## config.mk

```make
export PLATFORM = sky130hd
export DESIGN_NAME = jesd204b_prbs_generator
export DESIGN_NICKNAME = d
export VERILOG_FILES = /design/src/rtl/jesd204b_prbs_generator.sv
export SDC_FILE = /design/constraint.sdc
export NUM_CORES = 1
export LEC_CHECK = 0
export CAP_MARGIN = 20
export CORE_UTILIZATION = 30
export DETAILED_ROUTE_END_ITERATION = 8
export SYNTH_ARGS = -nofsm -noshare
export SYNTH_HDL_FRONTEND = slang
export SYNTH_SLANG_ARGS = --single-unit
```

## constraint.sdc

```tcl
create_clock -name link_clk -period 2.4 [get_ports link_clk]
set_clock_uncertainty 0.1 [all_clocks]
set_input_delay 0.36 -clock link_clk [delete_from_list [all_inputs] [get_ports link_clk]]
set_output_delay 0.36 -clock link_clk [all_outputs]
set_load 0.05 [all_outputs]
```

## src/rtl/jesd204b_prbs_generator.sv

```systemverilog
// rtl/jesd204b_prbs_generator.sv - JESD204B transmit-side PRBS7 (x^7+x^6+1) lane test source
//
// Emits one 32-bit word per link_clk. It sends the alignment word while the
// receiver requests sync, and free-running PRBS7 otherwise.
// Optional feature macro: PRBS_ERR_INJECT_EN (adds err_inject / inj_cnt).
//
// Ports:
//   link_clk          in   1   lane parallel clock, rising edge
//   link_reset_b      in   1   async active-low reset
//   enable            in   1   1 = run, 0 = IDLE
//   sync              in   1   0 = alignment requested, 1 = aligned (already in link_clk domain)
//   tx_parallel_data  out  32  word to transceiver, bit0 first on the wire
//   tx_datak          out  4   per-byte control flags
//   prbs_active       out  1   PRBS words on tx_parallel_data
//   word_cnt          out  32  PRBS words since last alignment, saturating
//   err_inject        in   1   (PRBS_ERR_INJECT_EN) invert bit0 of next PRBS word
//   inj_cnt           out  16  (PRBS_ERR_INJECT_EN) injected error count, saturating

module jesd204b_prbs_generator #(
  parameter logic [31:0] SYNC_WORD  = 32'h4f143040,
  parameter logic [3:0]  SYNC_DATAK = 4'h2,
  parameter int unsigned SYNC_WORDS = 4,
  parameter logic [6:0]  SEED       = 7'h01,
  parameter logic [31:0] IDLE_WORD  = 32'h0
) (
  input  logic        link_clk,
  input  logic        link_reset_b,
  input  logic        enable,
  input  logic        sync,
  output logic [31:0] tx_parallel_data,
  output logic [3:0]  tx_datak,
  output logic        prbs_active,
  output logic [31:0] word_cnt
`ifdef PRBS_ERR_INJECT_EN
  ,
  input  logic        err_inject,
  output logic [15:0] inj_cnt
`endif
);

  localparam logic [3:0] SYNC_WORDS_L = 4'(SYNC_WORDS);

  typedef enum logic [1:0] {
    ST_IDLE  = 2'd0,
    ST_ALIGN = 2'd1,
    ST_PRBS  = 2'd2
  } state_t;

  state_t      state;
  state_t      state_nxt;
  logic [6:0]  lfsr;
  logic [3:0]  sync_cnt;
  logic [6:0]  lfsr_adv;
  logic [31:0] prbs_word;
  logic [31:0] prbs_out;

  // 32 serial LFSR steps unrolled into one cycle; returns {next_lfsr, word}.
  function automatic logic [38:0] prbs_step32(input logic [6:0] seed_in);
    logic [6:0]  r;
    logic [31:0] w;
    r = seed_in;
    w = '0;
    for (int k = 0; k < 32; k++) begin
      w[k] = r[6];
      r    = {r[5:0], r[6] ^ r[5]};
    end
    return {r, w};
  endfunction

  assign {lfsr_adv, prbs_word} = prbs_step32(lfsr);

`ifdef PRBS_ERR_INJECT_EN
  // Corruption is on the output only, so the LFSR sequence is undisturbed.
  assign prbs_out = prbs_word ^ {31'b0, err_inject};
`else
  assign prbs_out = prbs_word;
`endif

  // sync_cnt already counts the alignment word currently on the output.
  always_comb begin
    state_nxt = state;
    case (state)
      ST_IDLE:  if (enable) state_nxt = ST_ALIGN;
      ST_ALIGN: if (sync && (sync_cnt >= SYNC_WORDS_L)) state_nxt = ST_PRBS;
      ST_PRBS:  if (!sync) state_nxt = ST_ALIGN;
      default:  state_nxt = ST_IDLE;
    endcase
    if (!enable) state_nxt = ST_IDLE;
  end

  // Outputs are driven from state_nxt so they reflect the state entered on this edge.
  always_ff @(posedge link_clk or negedge link_reset_b) begin
    if (!link_reset_b) begin
      state            <= ST_IDLE;
      tx_parallel_data <= IDLE_WORD;
      tx_datak         <= 4'h0;
      prbs_active      <= 1'b0;
      word_cnt         <= 32'h0;
      lfsr             <= SEED;
      sync_cnt         <= 4'h0;
    end else begin
      state <= state_nxt;
      case (state_nxt)
        ST_ALIGN: begin
          tx_parallel_data <= SYNC_WORD;
          tx_datak         <= SYNC_DATAK;
          prbs_active      <= 1'b0;
          lfsr             <= SEED;
          word_cnt         <= 32'h0;
          // Fresh entry counts this word as the first one.
          if (state != ST_ALIGN)
            sync_cnt <= 4'd1;
          else if (sync_cnt != 4'hF)
            sync_cnt <= sync_cnt + 4'd1;
        end
        ST_PRBS: begin
          tx_parallel_data <= prbs_out;
          tx_datak         <= 4'h0;
          prbs_active      <= 1'b1;
          lfsr             <= lfsr_adv;
          sync_cnt         <= 4'h0;
          if (word_cnt != 32'hFFFF_FFFF)
            word_cnt <= word_cnt + 32'd1;
        end
        default: begin
          tx_parallel_data <= IDLE_WORD;
          tx_datak         <= 4'h0;
          prbs_active      <= 1'b0;
          lfsr             <= SEED;
          sync_cnt         <= 4'h0;
        end
      endcase
    end
  end

`ifdef PRBS_ERR_INJECT_EN
  always_ff @(posedge link_clk or negedge link_reset_b) begin
    if (!link_reset_b) begin
      inj_cnt <= 16'h0;
    end else if ((state_nxt == ST_ALIGN) && (state != ST_ALIGN)) begin
      inj_cnt <= 16'h0;
    end else if ((state_nxt == ST_PRBS) && err_inject && (inj_cnt != 16'hFFFF)) begin
      inj_cnt <= inj_cnt + 16'd1;
    end
  end
`endif

endmodule

```

==> metrics.txt <==
result of the run complete, no violations; slowest cell on the critical path sky130_fd_sc_hd__clkdlybuf4s50_1; first-pass GRT wire length 14.99 mm; DPL Wire Length 6.617 mm; share of the yosys chip area belonging to registers 51.31%; global router's overall resource usage 14.50%; total power per unit cell area 540.7 nW/µm²; top cell type by total area after synthesis sky130_fd_sc_hd__dfrtp_1; slowest stage delay, CP 790 ps; setup slack on the worst flop-to-flop path 210 ps; Worst Setup SP word_cnt[3]; first-pass iteration count of the detailed router 4; filler-free cell count of the finished design 639; share of the cycle needed by the critical path after routing 93.22%; number of placed I/O pins 73; total of max-cap violations 0; die outline width 115.4 µm; peak fanout along the critical path 6; critical path depth in cells 2; CTS H-Tree Depth 3; final number of hold-violating endpoints 0; shortest clock period the worst path allows after layout 2237 ps; total clock buffers created by CTS 9; clock tree from TritonCTS built; static leakage power 2.238 nW; type of destination of the critical path primary output; Max rail drop VDD 298.6 µV; Yosys reg bits 79; Worst Reg-to-Reg Cells 11; number of standard cells after synthesis 370; routed wirelength normalized by instance count 14.30 µm; startpoint of the most critical hold path word_cnt[28]; post-synthesis instance area 3855 µm²; chain of cells forming the critical path buf_4, clkdlybuf4s50_1; data arrival time at the worst-slack endpoint 1780 ps; number of global-route vias before repair 3,015; headroom to the max-slew limit 59.01%; CTS clk-pin slew, worst paths 70 ps; Via Count 3,062; Yosys warning count 0; per-cell via count in the routed design 4.792; largest net degree at the start of global routing 40; antenna violations before repair 0; initial detailed-routing violation count 206; core area 12,570 µm²; Antenna Nets Post-Route 0; Critical Path RT 1940 ps; final slew viol count 0; Final nets 471; RR Endpoint word_cnt[16]; worst-case clock buffer depth 2; post-layout power 2.823 mW; post-placement cell count 621; EDFF count, synth 0; main area contributors after synthesis sky130_fd_sc_hd__dfrtp_1, sky130_fd_sc_hd__xnor2_1, sky130_fd_sc_hd__xor2_1; clock latency reported for the late side of the worst-skew pair 330 ps; path category of the worst min-delay check reg -> reg; number of buffers and inverters on the critical path 2; kind of critical path reg -> out; cell at the root of the clock tree sky130_fd_sc_hd__clkbuf_16; count of different cell masters after synthesis 52; layout cell share with drive strength beyond 1 14.13%; slew of the pin with the lowest slew margin 610.4 ps; CP endpoint word_cnt[3]; area of the die 13,310 µm²; Top delay family on crit path buffers and inverters; start of the worst register-to-register path state[0]; residual overflow from global routing 0; Initial Util 30.67%; average cell area after synthesis 10.42 µm²; height of the chip 115.4 µm; # clock sinks 79; Post-Route WL 9.137 mm; Synth-to-Final Area Change 35.44%; cell area after layout 5221 µm²; FP Rows 41; cell area after placement 4890 µm²; Residual DRC 0; port bufs 69; area share of the largest cell type after synthesis 50.63%; diode insertion count for antenna repair 0; global placement routability congestion 0.7670; ys async rst share 100.0%; Primary FF master, synth sky130_fd_sc_hd__dfrtp_1; type of element launching the critical path flip-flop; final setup fails 0; RSZ-0062 raised after global routing false; fmax 447.0 MHz
[power breakdown]
group          total [mW]  leakage [nW]  internal (mW)  switching (mW)
Clock                1.32         0.135          0.721           0.600
Sequential           1.35          1.08           1.34         0.00677
Combinational       0.150          1.02         0.0432           0.107
[final cells by class]
cell class | instances | area, µm²
fillers | 1188 | 7347
flip-flops and latches | 79 | 1978
multi-input cells | 265 | 1792
repair buffers | 100 | 923.4
clock buffers | 9 | 225.2
well taps | 172 | 215.2
clock inverters | 7 | 61.31
inverters | 7 | 26.28
[cells in the final DEF, fill, tap and decap left out, types with 3 or more instances in the layout]
cell / instances
sky130_fd_sc_hd__or4_1: 5
sky130_fd_sc_hd__nor3_1: 6
sky130_fd_sc_hd__xnor2_1: 21
sky130_fd_sc_hd__nand2b_1: 4
sky130_fd_sc_hd__buf_4: 31
sky130_fd_sc_hd__inv_6: 3
sky130_fd_sc_hd__mux2i_1: 9
sky130_fd_sc_hd__a211o_1: 3
sky130_fd_sc_hd__inv_1: 7
sky130_fd_sc_hd__nor2_1: 21
sky130_fd_sc_hd__o211ai_1: 4
sky130_fd_sc_hd__nor2b_1: 5
sky130_fd_sc_hd__o21ai_0: 19
sky130_fd_sc_hd__o31ai_1: 8
sky130_fd_sc_hd__nand2_1: 32
sky130_fd_sc_hd__dfrtp_1: 78
sky130_fd_sc_hd__ha_1: 3
sky130_fd_sc_hd__and3_1: 6
sky130_fd_sc_hd__xor2_1: 15
sky130_fd_sc_hd__clkbuf_16: 9
sky130_fd_sc_hd__clkdlybuf4s50_1: 68
sky130_fd_sc_hd__and2_1: 17
sky130_fd_sc_hd__or3_1: 10
sky130_fd_sc_hd__nand3_1: 14
sky130_fd_sc_hd__conb_1: 3
sky130_fd_sc_hd__nand4_1: 9
sky130_fd_sc_hd__a21oi_1: 16
[registers in the layout (all words and copies together) (netlist names)]
register	flops
tx_datak	1
state	2
lfsr	7
prbs_active	1
tx_parallel_data	32
sync_cnt	4
word_cnt	32
[metal layers]
metal / track usage, % / part of all wire, %
met5: 0 / 0
met4: 3.896 / 0.94
met3: 3.374 / 4.1
met2: 24.71 / 49
met1: 18.40 / 46
[cell usage after synthesis (2+ instances only)]
master / number
sky130_fd_sc_hd__clkbuf_1: 15
sky130_fd_sc_hd__nor3_1: 6
sky130_fd_sc_hd__and2_1: 17
sky130_fd_sc_hd__a31o_2: 2
sky130_fd_sc_hd__a21oi_1: 16
sky130_fd_sc_hd__xor2_1: 15
sky130_fd_sc_hd__nand3_1: 14
sky130_fd_sc_hd__or3_1: 10
sky130_fd_sc_hd__buf_4: 3
sky130_fd_sc_hd__nor4_2: 2
sky130_fd_sc_hd__xnor2_1: 21
sky130_fd_sc_hd__o211ai_1: 4
sky130_fd_sc_hd__dfrtp_1: 78
sky130_fd_sc_hd__nand3b_1: 2
sky130_fd_sc_hd__mux2i_1: 9
sky130_fd_sc_hd__a211o_1: 3
sky130_fd_sc_hd__ha_1: 5
sky130_fd_sc_hd__and3_1: 6
sky130_fd_sc_hd__and4b_1: 2
sky130_fd_sc_hd__a31oi_1: 2
sky130_fd_sc_hd__inv_1: 7
sky130_fd_sc_hd__a22o_1: 2
sky130_fd_sc_hd__nor2b_1: 5
sky130_fd_sc_hd__or4_1: 5
sky130_fd_sc_hd__buf_2: 3
sky130_fd_sc_hd__o21ai_0: 19
sky130_fd_sc_hd__nand2_1: 32
sky130_fd_sc_hd__nor3_4: 2
sky130_fd_sc_hd__nor2_1: 21
sky130_fd_sc_hd__nand4_1: 9
sky130_fd_sc_hd__o31ai_1: 8
sky130_fd_sc_hd__nand2b_1: 5
[timing repair]
| item | in CTS | in global routing |
|---|---|---|
| endpoints found under the setup margin | 1 | 26 |
| pin swaps | 1 | 3 |
| endpoints found under the hold margin | 36 | 0 |
| gates resized for setup | 1 | 4 |
| setup buffers | 0 | 1 |
| hold buffers | 1 | 0 |
[how the worst min path moves through the flow]
| stage | slack, ps | depth (start not counted) | to |
|---|---|---|---|
| floorplan | -40 | 0 | lfsr[1] |
| global placement | 270 | 1 | tx_parallel_data[5] |
| detailed placement | 270 | 1 | tx_parallel_data[16] |
| CTS | 410 | 1 | word_cnt[28] |
| global route | 440 | 1 | word_cnt[28] |
| finish | 410 | 1 | word_cnt[28] |
[kinds of logic (layout without fill, tap and decap cells)]
| kind of cell | after synthesis | after routing | synth area share [%] |
|---|---|---|---|
| compound gates | 64 | 64 | 10.97 |
| xor+xnor | 36 | 36 | 8.179 |
| fa+ha+maj | 5 | 5 | 1.623 |
| buf+inv | 28 | 123 | 3.116 |
| flops | 79 | 79 | 51.31 |
| mux | 10 | 10 | 2.629 |
| other cells | 1 | 3 | 0.09728 |
| simple gates | 147 | 147 | 22.07 |
[through the flow]
step | hold slack, ps | setup TNS [ps] | worst slack [ps] | utilization (%)
detailed placement | 274.0 | -752.6 | -145.0 | 38.90
floorplan | -35.59 | 0 | 47.20 | -
global route | 443.2 | 0 | 9.476 | 41.54
CTS | 410.6 | 0 | 48.58 | 41.28
finish | 408.0 | 0 | 162.7 | 41.54
global placement | 266.6 | -404.3 | -94.87 | 38.90
(Power assumes the default switching activity.)
